`config.mk`:
```
export PLATFORM = sky130hd
export DESIGN_NAME = rtc_reg_reader
export DESIGN_NICKNAME = d
export VERILOG_FILES = /design/src/rtl/rtc_reg_reader.sv
export SDC_FILE = /design/constraint.sdc
export NUM_CORES = 1
export LEC_CHECK = 0
export ABC_AREA = 1
export BUFFER_PORTS_ARGS = -buffer_cell sky130_fd_sc_hd__buf_4
export CAP_MARGIN = 20
export CORE_UTILIZATION = 50
export CTS_BUF_LIST = sky130_fd_sc_hd__clkbuf_8
export CTS_CLUSTER_SIZE = 40
export DETAILED_ROUTE_END_ITERATION = 6
export PLACE_DENSITY = 0.8
export SETUP_SLACK_MARGIN = 0.3
export SKIP_LAST_GASP = 1
export SYNTH_ARGS = -nofsm -noshare
export SYNTH_HDL_FRONTEND = slang
export SYNTH_SLANG_ARGS = --single-unit
export TNS_END_PERCENT = 1
```
`constraint.sdc`:
```
create_clock -name clock -period 2.5 [get_ports clock]
set_clock_uncertainty 0.05 [all_clocks]
set_input_delay 0.25 -clock clock [delete_from_list [all_inputs] [get_ports clock]]
set_output_delay 0.25 -clock clock [all_outputs]
set_load 0.005 [all_outputs]
```
`src/rtl/rtc_reg_reader.sv`:
```
// Bus-side reader for the RTC multiplexed address/data interface: address-latch
// write cycle, then a read strobe, returning one register per request.
module rtc_reg_reader #(
   parameter int unsigned CLK_DIV = 1
) (
   input  logic       clock,
   input  logic       reset,
   input  logic       start,
   input  logic [7:0] addr,
   input  logic [7:0] ADin,
   output logic [7:0] ADout,
   output logic       ad_oe,
   output logic       ad,
   output logic       cs,
   output logic       wr,
   output logic       rd,
   output logic       busy,
   output logic       rvalid,
   output logic [7:0] rdata
);

   typedef enum logic {IDLE, RUN} state_t;

   localparam logic [7:0] PRE_MAX = 8'(CLK_DIV - 1);

   state_t     state;
   logic [4:0] t;
   logic [7:0] pre;
   logic [7:0] addr_q;
   logic [7:0] cap;
   logic [4:0] t_nx;

   assign t_nx = t + 5'd1;

   always_ff @(posedge clock) begin
      if (reset) begin
         state  <= IDLE;
         t      <= '0;
         pre    <= '0;
         addr_q <= '0;
         cap    <= '0;
         ADout  <= '1;
         ad_oe  <= 1'b0;
         ad     <= 1'b1;
         cs     <= 1'b1;
         wr     <= 1'b1;
         rd     <= 1'b1;
         busy   <= 1'b0;
         rvalid <= 1'b0;
         rdata  <= '0;
      end else begin
         rvalid <= 1'b0;
         case (state)
            IDLE: begin
               if (start) begin
                  addr_q <= addr;
                  busy   <= 1'b1;
                  state  <= RUN;
                  t      <= '0;
                  pre    <= '0;
                  ad     <= 1'b1;
                  cs     <= 1'b1;
                  wr     <= 1'b1;
                  rd     <= 1'b1;
                  ad_oe  <= 1'b1;
                  ADout  <= '1;
               end
            end
            RUN: begin
               if (pre != PRE_MAX) begin
                  pre <= pre + 8'd1;
               end else begin
                  pre <= '0;
                  if (t == 5'd31) begin
                     state  <= IDLE;
                     t      <= '0;
                     busy   <= 1'b0;
                     rvalid <= 1'b1;
                     rdata  <= cap;
                  end else begin
                     t <= t_nx;
                     // sample on the edge that leaves tick 27, while rd is still low
                     if (t == 5'd27)
                        cap <= ADin;
                     case (t_nx)
                        5'd1:  ad <= 1'b0;
                        5'd2:  cs <= 1'b0;
                        5'd3:  wr <= 1'b0;
                        5'd4:  ADout <= addr_q;
                        5'd9:  wr <= 1'b1;
                        5'd10: cs <= 1'b1;
                        5'd11: ad <= 1'b1;
                        5'd13: begin
                           ADout <= '1;
                           ad_oe <= 1'b0;
                        end
                        5'd21: cs <= 1'b0;
                        5'd22: rd <= 1'b0;
                        5'd28: rd <= 1'b1;
                        5'd29: cs <= 1'b1;
                        default: ;
                     endcase
                  end
               end
            end
            default: state <= IDLE;
         endcase
      end
   end

endmodule
```
# Yosys cells after proc, flatten, opt, wreduce, memory -nomap -nowiden
# Cells that the tools add are included.
# word_totals
reg_bits	53
in_bits	19
out_inout_bits	23
word_cells	99
# classes
addsub	2
n_eq_ne	24
muxes	41
n_bitwise	3
n_reduce_logical	15
# ops
operator	count
$pmux W8 S2	3
$mux W8	5
$eq A5 B5 Y1 const B	6
$reduce_and A4 Y1	7
$pmux W1 S2	11
$eq A5 B4 Y1 const B	4
$mux W1	18
$mux W5	3
$ne A3 B1 Y1 const B	4
$eq A5 B2 Y1 const B	2
$pmux W5 S2	1
$add A8 B1 Y8 const B	1
$reduce_bool A8 Y1	1
$ne A2 B2 Y1 const B	3
$reduce_and A3 Y1	2
$add A5 B1 Y5 const B	1
$eq A5 B1 Y1 const B	1
$eq A5 B3 Y1 const B	1
$ne A2 B1 Y1 const B	2
$reduce_and A2 Y1	2
$reduce_or A2 Y1	2
$ne A3 B3 Y1 const B	1
$not A1 Y1	3
$reduce_or A3 Y1	1

# Depth between registers and ports, before layout
# depth
word_depth	7
ltp_mapped	11
ltp_nobuf	10

# Least setup slack after synthesis
# OpenSTA, ideal clock, no wires.
# synth_timing
path_type	reg-to-reg
from	register t[0]
to	register ADout[0]
setup_ns	0.122
arrival_ns	1.778
t_required_ns	2.328
setup_slack_ns	0.550
path_stages_with_launch	11
path_buffers	0
synth_period_minus_slack_ns	1.950
cell_sequence	dfxtp_1 > ha_1 > nand2_1 > nor2_1 > ha_1 > inv_1 > nand4_4 > nand3_4 > nand2_4 > nand2_1 > nand3_1
# synth_via
elab_chain_len	6
elab_cells_between_ends	11
cone_classes	1 x add/sub; 5 x eq/ne; 4 x mux; 1 x reduce/logical
# synth_lines
item	line_no	source
start, declared	27	logic [4:0] t;
start signal, assigned	81	t <= t_nx;
$add A5 B1 Y5	33	assign t_nx = t + 5'd1;
$eq A5 B4 Y1 or $eq A5 B3 Y1 (tied branches)	85	case (t_nx)
$pmux W8 S2	85	
$mux W8	74	if (t == 5'd31) begin
$mux W8	70	if (pre != PRE_MAX) begin
$pmux W8 S2	53	case (state)
end signal, assigned	89	5'd4: ADout <= addr_q;
end, declared	11	output logic [7:0] ADout,
# Parallel ways exist; a longest one is shown, timed or not. The select of a mux whose other input is x is not followed.
# A chain may end at the register's enable or synchronous reset.

# Worst setup path after layout
# layout_timing
from	register t[0]
to	register ADout[1]
# Same word-level chain as after synthesis.

==> key figures <==
STA
  • Post-layout min period: roughly 2.0 ns
  • Slew HR: 0.635
  • Final Worst Setup Slack: roughly 0.46 ns
  • Final setup fails: 0
  • Fin. Hold Viols: 0
  • TNS Setup: 0 ns
  • Tcrit/Tclk final: 0.816
  • Least-Margin Pin Slew: 0.545 ns
  • RSZ-0062 raised after global routing: no
  • Fmax: 490 MHz
  • Final Max Tran Viols: 0

Synthesis
  • #FFs+latches synth: 53
  • Synth Warn #: 0
  • Synth Area in Simple Gates: 0.251
  • Mapped Area: 2380 um^2
  • Syn Nets: ~330
  • Compound-cell area share of the yosys netlist: 0.161
  • Post-synthesis mux area share: 0
  • Synthesized-area fraction occupied by adder cells: 0.0421
  • Synth cell types: 28
  • Synth Area per Inst: 7.75 um^2
  • Largest family of logic cells by synthesized area: simple AND/OR/NAND/NOR gates
  • Post-Syn Instances: 307
  • Post-synthesis sequential area ratio: 0.446
  • Xor/xnor share of the synthesized area: 0.0105

Power
  • Combinational power share: 0.117
  • Part of the power in registers: 0.566
  • Clk pwr share: 0.317
  • Leakage: 1.18 nW
  • Sw Ratio: 0.265
  • PD cells: 558 nW/um^2
  • P_int: 1.16 mW
  • Peak supply drop: 0.437 mV
  • Switching power: 0.419 mW

Clock network
  • Clk buf depth: 2
  • CTS tree: done
  • CTS sink cnt: 53
  • Total CTS buffers: 5
  • Root Driver: clkbuf_8
  • Clock-pin transition on the worst setup and hold timing paths: 0.10 ns
  • Worst-skew pair later-pin latency: between 0.3 and 0.4 ns
  • # H-tree levels: 2

Global routing
  • Grt ovf: 0
  • Global-route wire length before repair: 8500 um
  • Initial antenna violation count: 0
  • All-Layer GR Usage: 0.212
  • Number of global-route vias before repair: ~1900
  • Largest net degree at the start of global routing: 21

Status
  • Run status: complete, but fails checks
  • Failing checks: DRC

Detailed routing
  • Met3 wire len: 230 um
  • Average wire per standard cell: 12.3 um
  • Vias: 2136
  • Initial DRC count: 114
  • Total Wirelength: 4970 um
  • Detail Route met2 WL: 2250 um
  • Antenna Nets Post-Route: 0
  • Drt pass-1 iters: 6
  • Post-Route M1 WL: 2410 um
  • DRC: 5
  • DR vias/cell: 5.27
  • Highest metal used: met4

Floorplanning
  • Horiz. Die Dim: roughly 71 um
  • Die ar.: 5040 um^2
  • Rows: 24
  • Die height: 71.0 um
  • Core ar.: 4470 um^2
  • # IOs: 42
  • Initial Util: 0.532

Worst setup path
  • CP delay by family, top: simple AND/OR/NAND/NOR gates
  • CP Data Required Time: 2.64 ns
  • Crit. End Element: register
  • CP max-delay cell: dfxtp_2
  • Buf+Inv Stages, Crit Path: 1
  • Crit path max fanout: 9
  • Slowest Stage Delay on Critical Path: 0.40 ns
  • Reg-to-reg slack, setup: 0.46 ns
  • Worst path arrival time: ~2.2 ns
  • CP startpoint kind: register
  • Critical path class: reg2reg
  • Critical path cell sequence: ha_2 > nand2_1 > nor2_1 > ha_2 > inv_2 > nand4_4 > nand3_4 > nand2_4 > nand2_1 > nand3_1

Layout
  • Layout fillers: 415
  • Layout cells sized above 1: 0.201
  • Multi-input gate area: 1110 um^2
  • Area Growth Syn to Fin: 19.1%
  • Most frequent cells in the layout: nand2_1, dfxtp_1, buf_4
  • N_diodes: 0
  • Commonest non-fill, non-tap cell in the layout: nand2_1
  • Reg area: 1060 um^2
  • Layout Nets: approximately 380

Placement
  • IO Port Bufs: 41
  • Routability-driven placement congestion ratio: between 0.8 and 0.9
  • Setup WS pre-CTS: 0.155 ns
  • Dpl hpwl: 3450 um

Flow run
  • Reported max-cap violation count: 0

Worst hold path
  • Worst Hold Class: in2reg
## power groups by stage
stage / Sequential (mW) / Combinational (mW) / Clock (mW)
after detailed placement: 0.913 / 0.185 / 0
after floorplan: 0.911 / 0.118 / 0
after CTS: 0.893 / 0.185 / 0.514
final: 0.894 / 0.185 / 0.501
after global placement: 0.911 / 0.182 / 0
after global routing: 0.898 / 0.210 / 0.557
## Yosys cell counts
cell type  instances  area, um^2
nor3_1             1        5.00
clkbuf_1           4        15.0
a21oi_1           35         175
nand2_4            1        11.3
inv_1             35         131
xnor2_1            1        8.76
nor2_1            14        52.6
o211ai_1           1        7.51
nand4_1            4        25.0
nor2_2             1        6.26
nand3b_1           2        15.0
a211oi_1           1        7.51
buf_6              3        33.8
nand2_1           52         195
o21ai_4            1        16.3
ha_1               8         100
buf_2              2        10.0
nand3_4            1        17.5
dfxtp_1           53        1060
o21bai_1           1        7.51
nand3_1           44         220
clkbuf_8           1        13.8
nand2_2            3        18.8
clkbuf_4           1        7.51
nand4_4            1        21.3
xor2_2             1        16.3
o21ai_0           34         170
and3b_1            1        8.76
## timing repair
action | in CTS | in global routing
buffers inserted | 3 | 3
gates resized for setup | 0 | 5
hold buffers | 0 | 0
setup endpoints to repair | 16 | 20
cloned | 0 | 0
pin swaps | 1 | 1
## sequential cells by signal (all words and copies together), names as in the netlist
| register | count |
|---|---|
| busy | 1 |
| rdata | 8 |
| pre | 8 |
| rvalid | 1 |
| addr_q | 8 |
| ADout | 8 |
| state | 1 |
| cs | 1 |
| ad | 1 |
| ad_oe | 1 |
| wr | 1 |
| rd | 1 |
| cap | 8 |
| t | 5 |
## per-stage QoR
| stage | cell area [um^2] | hold slack [ns] | instances | power [mW] | utilization |
|---|---|---|---|---|---|
| after floorplan | 2380 | 0.278 | 307 | 1.03 | - |
| after global placement | 2690 | 0.383 | 391 | 1.09 | 0.600 |
| after detailed placement | 2690 | 0.393 | 391 | 1.10 | 0.600 |
| after CTS | 2800 | 0.152 | 402 | 1.59 | 0.626 |
| after global routing | 2830 | 0.154 | 405 | 1.67 | 0.633 |
| final | 2830 | 0.144 | 405 | 1.58 | 0.633 |
## final cells by class
class / instances / share of cell area
Clock inverter: 3 / 0.00883
Inverter: 35 / 0.0464
Timing Repair Buffer: 49 / 0.130
Clock buffer: 5 / 0.0243
Tap cell: 52 / 0.0230
Multi-Input combinational cell: 208 / 0.392
Sequential cell: 53 / 0.375
## worst register-to-register path: stages, from the launching register on
cell and delay [ns]:
dfxtp_2 0.40, ha_2 0.25, nand2_1 0.07, nor2_1 0.14
ha_2 0.34, inv_2 0.12, nand4_4 0.14, nand3_4 0.16
nand2_4 0.10, nand2_1 0.09, nand3_1 0.07
## worst paths after layout
check	from	depth (start not counted)	to
hold reg to reg	cap[7]$_SDFFE_PP0P_	2	cap[7]$_SDFFE_PP0P_
hold / removal	start	3	busy$_SDFFE_PP0P_
setup reg to reg	t[0]$_SDFFE_PP0P_	10	ADout[1]$_SDFFE_PP1P_
setup / recovery	t[0]$_SDFFE_PP0P_	10	ADout[1]$_SDFFE_PP1P_
## routing by layer
layer  global-route usage  vias up
met5                    0        -
met4               0.0733        0
met3               0.0570       10
met2                0.341       48
met1                0.278      966
li1                     -     1112
## kinds of logic (layout without fill, tap and decap cells)
kind of cell | Yosys count | in the layout
buffers and inverters | 46 | 92
and+or+nand+nor | 125 | 125
adders and majority gates | 8 | 8
DFF | 53 | 53
AOI/OAI and AO/OA | 73 | 73
xor gates and xnor gates | 2 | 2
No activity file was read; power rests on OpenSTA's default activity.
